===== src/rtl/uart_pkg.sv =====
// Shared UART definitions.
//  - Parity-mode constants selecting none / odd / even parity.
//  - Frame FSM state encoding, shared by transmitter and receiver.
package uart_pkg;

  localparam int PAR_NONE = 0;
  localparam int PAR_ODD  = 1;
  localparam int PAR_EVEN = 2;

  typedef enum logic [2:0] {
    ST_IDLE,
    ST_START,
    ST_DATA,
    ST_PARITY,
    ST_STOP
  } uart_state_t;

endpackage


===== src/rtl/uart_fifo.sv =====
// Synchronous show-ahead FIFO feeding the UART transmit shifter.
// Ports:
//  clk_50m    in   system clock
//  rst_n      in   asynchronous active-low reset (pointers/count only)
//  i_wr_en    in   push request; ignored while full
//  i_wr_data  in   word to push
//  i_rd_en    in   pop request; ignored while empty
//  o_rd_data  out  word at the head of the FIFO (valid while not empty)
//  o_empty    out  FIFO holds no words
//  o_full     out  FIFO holds DEPTH words
module uart_fifo #(
  parameter int WIDTH = 8,
  parameter int DEPTH = 4
) (
  input  logic             clk_50m,
  input  logic             rst_n,
  input  logic             i_wr_en,
  input  logic [WIDTH-1:0] i_wr_data,
  input  logic             i_rd_en,
  output logic [WIDTH-1:0] o_rd_data,
  output logic             o_empty,
  output logic             o_full
);

  localparam int AW = $clog2(DEPTH);
  localparam logic [AW:0] FULL_CNT = (AW+1)'(DEPTH);

  logic [WIDTH-1:0] r_mem [DEPTH];
  logic [AW-1:0]    r_wr_ptr;
  logic [AW-1:0]    r_rd_ptr;
  logic [AW:0]      r_count;
  logic             w_push;
  logic             w_pop;

  // Full is judged on the registered count, so a write while full is
  // dropped even when a pop happens in the same cycle.
  assign o_full    = (r_count == FULL_CNT);
  assign o_empty   = (r_count == '0);
  assign w_push    = i_wr_en & ~o_full;
  assign w_pop     = i_rd_en & ~o_empty;
  assign o_rd_data = r_mem[r_rd_ptr];

  // Storage carries no reset: a reset only discards the contents logically.
  always_ff @(posedge clk_50m) begin
    if (w_push) begin
      r_mem[r_wr_ptr] <= i_wr_data;
    end
  end

  // DEPTH is a power of two, so pointers wrap naturally.
  always_ff @(posedge clk_50m or negedge rst_n) begin
    if (!rst_n) begin
      r_wr_ptr <= '0;
      r_rd_ptr <= '0;
      r_count  <= '0;
    end else begin
      if (w_push) r_wr_ptr <= r_wr_ptr + 1'b1;
      if (w_pop)  r_rd_ptr <= r_rd_ptr + 1'b1;
      case ({w_push, w_pop})
        2'b10:   r_count <= r_count + 1'b1;
        2'b01:   r_count <= r_count - 1'b1;
        default: r_count <= r_count;
      endcase
    end
  end

endmodule


===== src/rtl/uart_tx_fifo.sv =====
// UART transmitter with an input FIFO. Frame: start bit, DATA_BITS data bits
// LSB first, optional parity bit, STOP_BITS stop bits. Bit timing comes from
// the one-cycle clken baud strobe.
// Ports:
//  clk_50m    in   system clock
//  rst_n      in   asynchronous active-low reset
//  din        in   word to transmit, sampled when wr_en=1
//  wr_en      in   push din into the FIFO
//  clken      in   baud tick, once per bit period
//  tx         out  serial output, idle high
//  tx_busy    out  FIFO non-empty or frame in flight
//  fifo_full  out  FIFO holds FIFO_DEPTH words
//  overflow   out  one-cycle pulse: a write arrived while full and was dropped
module uart_tx_fifo
  import uart_pkg::*;
#(
  parameter int DATA_BITS  = 8,
  parameter int PARITY     = 0,
  parameter int STOP_BITS  = 1,
  parameter int FIFO_DEPTH = 4
) (
  input  logic                 clk_50m,
  input  logic                 rst_n,
  input  logic [DATA_BITS-1:0] din,
  input  logic                 wr_en,
  input  logic                 clken,
  output logic                 tx,
  output logic                 tx_busy,
  output logic                 fifo_full,
  output logic                 overflow
);

  generate
    if (DATA_BITS < 5 || DATA_BITS > 9 ||
        (PARITY != PAR_NONE && PARITY != PAR_ODD && PARITY != PAR_EVEN) ||
        (STOP_BITS != 1 && STOP_BITS != 2) ||
        FIFO_DEPTH < 2 || (FIFO_DEPTH & (FIFO_DEPTH - 1)) != 0) begin : g_bad_params
      $error("uart_tx_fifo: illegal parameter combination");
    end
  endgenerate

  localparam int BW = $clog2(DATA_BITS);
  localparam logic [BW-1:0] LAST_BIT  = BW'(DATA_BITS - 1);
  localparam logic          STOP_LAST = (STOP_BITS == 2);

  uart_state_t          r_state;
  logic [DATA_BITS-1:0] r_shift;
  logic [BW-1:0]        r_bitpos;
  logic                 r_stopcnt;
  logic                 r_tx;
  logic                 r_overflow;

  logic [DATA_BITS-1:0] w_fifo_data;
  logic                 w_fifo_empty;
  logic                 w_fifo_full;
  logic                 w_pop;

  // The shifter is loaded straight from the show-ahead head in IDLE.
  assign w_pop = (r_state == ST_IDLE) & ~w_fifo_empty;

  uart_fifo #(
    .WIDTH (DATA_BITS),
    .DEPTH (FIFO_DEPTH)
  ) u_fifo (
    .clk_50m   (clk_50m),
    .rst_n     (rst_n),
    .i_wr_en   (wr_en),
    .i_wr_data (din),
    .i_rd_en   (w_pop),
    .o_rd_data (w_fifo_data),
    .o_empty   (w_fifo_empty),
    .o_full    (w_fifo_full)
  );

  // Every non-IDLE state acts only on clken. After the last stop bit the
  // FSM passes through IDLE for a cycle, so the next start bit always waits
  // for a fresh clken and the stop time is never shortened.
  always_ff @(posedge clk_50m or negedge rst_n) begin
    if (!rst_n) begin
      r_state    <= ST_IDLE;
      r_shift    <= '0;
      r_bitpos   <= '0;
      r_stopcnt  <= 1'b0;
      r_tx       <= 1'b1;
      r_overflow <= 1'b0;
    end else begin
      r_overflow <= wr_en & w_fifo_full;
      case (r_state)
        ST_IDLE: begin
          if (!w_fifo_empty) begin
            r_shift   <= w_fifo_data;
            r_bitpos  <= '0;
            r_stopcnt <= 1'b0;
            r_state   <= ST_START;
          end
        end
        ST_START: begin
          if (clken) begin
            r_tx    <= 1'b0;
            r_state <= ST_DATA;
          end
        end
        ST_DATA: begin
          if (clken) begin
            r_tx <= r_shift[r_bitpos];
            if (r_bitpos == LAST_BIT) begin
              r_state <= (PARITY != PAR_NONE) ? ST_PARITY : ST_STOP;
            end else begin
              r_bitpos <= r_bitpos + 1'b1;
            end
          end
        end
        ST_PARITY: begin
          if (clken) begin
            r_tx    <= (PARITY == PAR_EVEN) ? ^r_shift : ~^r_shift;
            r_state <= ST_STOP;
          end
        end
        ST_STOP: begin
          if (clken) begin
            r_tx <= 1'b1;
            if (r_stopcnt == STOP_LAST) begin
              r_stopcnt <= 1'b0;
              r_state   <= ST_IDLE;
            end else begin
              r_stopcnt <= r_stopcnt + 1'b1;
            end
          end
        end
        default: r_state <= ST_IDLE;
      endcase
    end
  end

  assign tx        = r_tx;
  assign overflow  = r_overflow;
  assign fifo_full = w_fifo_full;
  assign tx_busy   = (r_state != ST_IDLE) | ~w_fifo_empty;

endmodule

===== config.mk =====
export PLATFORM = sky130hd
export DESIGN_NAME = uart_tx_fifo
export DESIGN_NICKNAME = d
export VERILOG_FILES = /design/src/rtl/uart_pkg.sv /design/src/rtl/uart_fifo.sv /design/src/rtl/uart_tx_fifo.sv
export SDC_FILE = /design/constraint.sdc
export NUM_CORES = 1
export LEC_CHECK = 0
export ABC_CLOCK_PERIOD_IN_PS = 2800
export BUFFER_PORTS_ARGS = -buffer_cell sky130_fd_sc_hd__buf_4
export CORE_MARGIN = 2
export CORE_UTILIZATION = 50
export CTS_BUF_LIST = sky130_fd_sc_hd__clkbuf_16
export CTS_CLUSTER_DIAMETER = 200
export DETAILED_ROUTE_END_ITERATION = 8
export PLACE_DENSITY = 0.77
export SETUP_SLACK_MARGIN = 0.02
export SLEW_MARGIN = 5
export SYNTH_ARGS = -nofsm -noshare
export SYNTH_HDL_FRONTEND = slang
export SYNTH_SLANG_ARGS = --single-unit

===== constraint.sdc =====
create_clock -name clk_50m -period 2.8 [get_ports clk_50m]
set_input_delay 0.14 -clock clk_50m [delete_from_list [all_inputs] [get_ports clk_50m]]
set_output_delay 0.14 -clock clk_50m [all_outputs]
set_load 0.01 [all_outputs]

Word-level counts from Yosys, hierarchy flattened --
Memory sizes are Yosys's and may differ from the RTL's. A register that Yosys moved wholly into a read port is not among the register bits. Cells that the tools add are included. Widths: inputs -> output; s select.
Word-level totals: bits in registers 16, latch bits 0, RAM bits 32, bits in read-only memories 0, output and inout bits 4, logic and storage cells 79, memories kept 1
Cells by class: add/sub/neg operators 6, multipliers 0, divide/modulo/power cells 0, order comparisons 1, eq/ne operators 16, shift operators 0, mux-type cells 26, bitwise gates (word level) 7, reductions and logical operators 14
Memories:
- u_fifo.r_mem | depth 4, bits a word 8, rd ports 1, clocked after Yosys merged registers in 1, write ports 1, line uart_fifo.sv:28 | logic [WIDTH-1:0] r_mem [DEPTH];
Operators with widths (number):
- $mux 3 | 10
- $ne 2x2->1 const B | 8
- $pmux 3 s5 | 1
- $pmux 3 s2 | 2
- $mux 1 | 10
- $eq 3x3->1 const B | 3
- $reduce_xnor 8->1 | 1
- $reduce_and 7->1 | 1
- $add 3x1->3 const B | 2
- $eq 3x2->1 const B | 2
- $logic_not 3->1 | 2
- $reduce_bool 2->1 | 3
- $reduce_and 5->1 | 1
- $add 2x1->2 const B | 2
- $and 1x1->1 | 4
- $lt 3x4->1 const B | 1
- $pmux 1 s4 | 1
- $reduce_and 4->1 | 1
- $reduce_bool 4->1 | 1
- $bmux 1 s3 | 1
- $eq 3x1->1 const B | 1
- $reduce_and 3->1 | 1
- $reduce_bool 3->1 | 1
- $sub 3x1->3 const B | 1
- other kinds (8) | 9

Logic depth before layout (Yosys ltp) --
depth after elaboration 6, gate-level depth with buffers 10, depth with buffers taken out 10

Modules after synthesis --
From an unflattened synthesis, not the netlist that was laid out.
Unflattened totals: cells, all modules 160, area, all modules 2463.6 um^2
Modules (own cells, without submodules):
- uart_fifo | instances 1, cells an instance 80, area each 1591.5 um^2, seq. area each 1136.1 um^2
- uart_tx_fifo | instances 1, cells an instance 80, area each 872.1 um^2, seq. area each 401.6 um^2

Worst setup path after synthesis --
Ideal clock, no wire load.
path kind register to register, start point register r_state[0], end point register u_fifo.r_count[2], library setup time 0.079 ns, arrival time 2.215 ns, required time 2.721 ns, path slack 0.506 ns, cell stages (with the launch flop) 11, path buffers 1, clock period less this slack 2.294 ns, path through dfrtp_1 or2_1 buf_6 or3_4 clkinv_8 ha_1 inv_1 fa_1 xor2_1 nor2_1 xor2_1
On the way: word-level cells in the longest chain between the ends 5
RTL lines:
- start: declaration | line uart_tx_fifo.sv:46 | uart_state_t r_state;
- start signal: assignment | line uart_tx_fifo.sv:107 | r_state <= (PARITY != PAR_NONE) ? ST_PARITY : ST_STOP;
- $logic_not 3->1 * | line uart_tx_fifo.sv:59 | assign w_pop = (r_state == ST_IDLE) & ~w_fifo_empty;
- $and 1x1->1 * | line uart_tx_fifo.sv:59
- named net u_fifo.i_rd_en | line uart_fifo.sv:19 | input logic i_rd_en,
- $and 1x1->1 * | line uart_fifo.sv:40 | assign w_pop = i_rd_en & ~o_empty;
- $eq 2x1->1 or $eq 2x2->1 (tied branches) | line uart_fifo.sv:59 | case ({w_push, w_pop})
- $pmux 3 s2 or $reduce_bool 2->1 (tied branches)
- end signal: assignment | line uart_fifo.sv:60 | 2'b10: r_count <= r_count + 1'b1;
- end signal: assignment | line uart_fifo.sv:61 | 2'b01: r_count <= r_count - 1'b1;
- end signal: assignment | line uart_fifo.sv:62 | default: r_count <= r_count;
- end: declaration | line uart_fifo.sv:31 | logic [AW:0] r_count;
Mark *: on every way through the listed nets, which the timed path passes. The rest lies on a longest branch. A chain may end at the register's enable or synchronous reset.

Final worst setup path --
Same ends and word-level chain as after synthesis.

==> reports/metrics.yaml <==
grt_usage_pct: 16.56
postSynthAreaPerCell_sq_um: 15.44
clk_path_buf_depth: 2
clk_transition_reported_paths_ps: 70
cts_inserted_buffers: 5
hold-path-cell-count: 1
ir_drop_v: 0.0005349
drtIter0Drc: 49
path_max_fanout: 10
cts_tree: "yes"
tightestPinTransition_ps: 653.0
period_minus_slack_ps: 2411
synth_area_leader_cell: "edfxtp_1"
ctsHtreeMaxLevel: 2
fin_nets: 199
max_freq_mhz: 414.7
synth_top_family_by_area: "multiplexers"
firstDrtPassIters: 4
io_buffers: 15
clock_sinks: 55
fin_setup_tns_ps: 0
outcome: "completed"
ant_nets: 0
syn2layout_area_growth_pct: 12.97
die_y_um: 74.29
cts_setup_buffers: 0
start_util_pct: 51.95
grt_max_degree: 24
via_per_inst: 5.275
die_x_um: 74.29
dp_hpwl_um: 2797
grt_most_used_layer: "met2"
p_per_area_mw_per_mm2: 1146
critPathKind: "register to register"
final_common_cell: "edfxtp_1"
maxSlewViolCount: 0
wl_per_cell_um: 16.10
cp.arrival_ps: 2630
antennaDiodeCount: 0
synth_top_area_share_pct: 38.91
clockRootBuffer: "clkbuf_16"
use_met1_pct: 19.85
rrSetupSlack_ps: 390
antenna_found_initial: 0
hold_class: "input port to register"
ys_ff_latch: 55
rsz0062_at_grt: "false"
globalRoute.totalOverflow: 0
synth.distinct_cells: 35
startpoint_type: "register"
drive_gt1_share_pct: 25.56
r2r_cells: 9
p_leak_nw: 1.118
syn-num-nets: 180
yosys-mux-area-fraction_pct: 14.39
dp.cells: 238
synth.area.top_cells: "edfxtp_1, dfrtp_1, mux4_2"
grt_pass1_wl_um: 6499
syn_inst: 160
final-hold-violation-count: 0
vias: 1303
io_pins: 16
row_count: 25
synth-simple-area-share_pct: 7.903
clkLatencyLatePin_ps: 290
fin_cells: 247
gp_congestion: 0.8764
setup_viol: 0
route.detailed.drc: 0
crit_required_ps: 3010
max_cap_viol_count: 0
yosysWarnings: 0
grt_util_met2_pct: 28.17
synthAdderAreaFrac_pct: 4.357
die_area_sq_mm: 0.005518
netlist_area_sq_mm: 0.002470
fin_crit_sh_pct: 86.12
coreArea_sq_mm: 0.004755
grt_use_met3_pct: 3.388
grt_pass1_vias: 1358
synth_compound_area_share_pct: 3.040
relSlewSlack_pct: 56.47
finClkSkew_ps: 7.435
yosysSeqAreaShare_pct: 62.26
layout_common_cells: "edfxtp_1, dfrtp_1, buf_4, nand2_1, xnor2_1"
worst_setup_path_end_kind: "register"
synth_xor_area_share_pct: 4.914
drt_wl_total_um: 3977
per-layer routing:
metal  vias up  wire, um
met5         -         0
li1        614         -
met2        27      2045
met4         0       135
met3        13       125
met1       649      1670
cells in the mapped netlist (all sizes together):
cell type / number
dfstp: 1
and3: 5
o22ai: 1
dfrtp: 22
inv: 8
a21o: 1
nand2: 14
xnor2: 11
clkinv: 1
or3: 1
a311oi: 1
o21ai: 5
buf: 4
mux2i: 1
and2: 1
o311ai: 1
nor3: 4
nor2: 9
ha: 7
nand2b: 2
mux4: 9
fa: 1
mux2: 10
edfxtp: 32
xor2: 2
nand3b: 1
or2: 2
o32ai: 1
a21oi: 2
cell families after synthesis:
| group | Yosys count |
|---|---|
| compound gates | 12 |
| xor+xnor | 13 |
| simple gates | 39 |
| flops | 55 |
| mux | 20 |
| buf+inv | 13 |
| fa+ha+maj | 8 |
power breakdown:
part	internal (mW)	switching (mW)	total, mW	leakage [nW]
clock network	0.330	0.267	0.596	0.0674
registers	1.13	0.253	1.38	0.573
logic	0.680	0.543	1.22	0.477
total	2.14	1.06	3.20	1.12
state kept, by name (all words and copies together), names as in the netlist:
signal / count
overflow: 1
r_bitpos: 3
r_shift: 8
r_state: 3
tx: 1
u_fifo.r_count: 3
u_fifo.r_mem: 32
u_fifo.r_rd_ptr: 2
u_fifo.r_wr_ptr: 2
path summary, 6_finish.rpt:
| check | from | endpoint |
|---|---|---|
| max | r_state[0]$_DFFE_PN0P_ | u_fifo.r_count[2]$_DFFE_PN0P_ |
| max in group asynchronous | rst_n | tx$_DFFE_PN1P_ |
| min in group asynchronous | rst_n | r_state[2]$_DFFE_PN0P_ |
| min | din[4] | u_fifo.r_mem[1][4]$_DFFE_PP_ |
| min reg2reg | u_fifo.r_count[2]$_DFFE_PN0P_ | u_fifo.r_count[2]$_DFFE_PN0P_ |
| max reg2reg | r_state[0]$_DFFE_PN0P_ | u_fifo.r_count[2]$_DFFE_PN0P_ |
critical path, stage by stage (launching register included):
cell and delay [ps]:
dfrtp_1 440, or2_1 330, or3_4 400, clkinv_8 110, ha_1 180, inv_1 60, fa_1 380, xor2_1 150
nor2_1 120, xor2_1 150
stage by stage:
step	setup slack (ps)	hold slack, ps	instance area (sq um)	power [mW]	utilization (%)
3_3_place_gp	514.4	43.74	2635	2.521	55.42
4_1_cts	376.9	44.71	2790	3.234	58.68
5_1_grt	257.5	42.42	2790	3.396	58.68
6_report	388.7	46.65	2790	3.198	58.68
2_1_floorplan	505.6	-155.6	2470	2.351	-
3_5_place_dp	399.1	47.73	2635	2.620	55.42
layout make-up:
cell class              instances  area, sq um
clock buffers                   5        125.1
fillers                       379         1964
flip-flops and latches         55         1538
clock inverters                 3        20.02
inverters                       9        46.29
repair buffers                 16        122.6
multi-input cells              92        854.6
well taps                      67        83.83
timing repair:
item / in CTS / in global routing
endpoints found under the hold margin: 22 / 0
gates resized for setup: 0 / 0
hold buffers: 1 / 0
No activity file was read; power rests on OpenSTA's default activity.
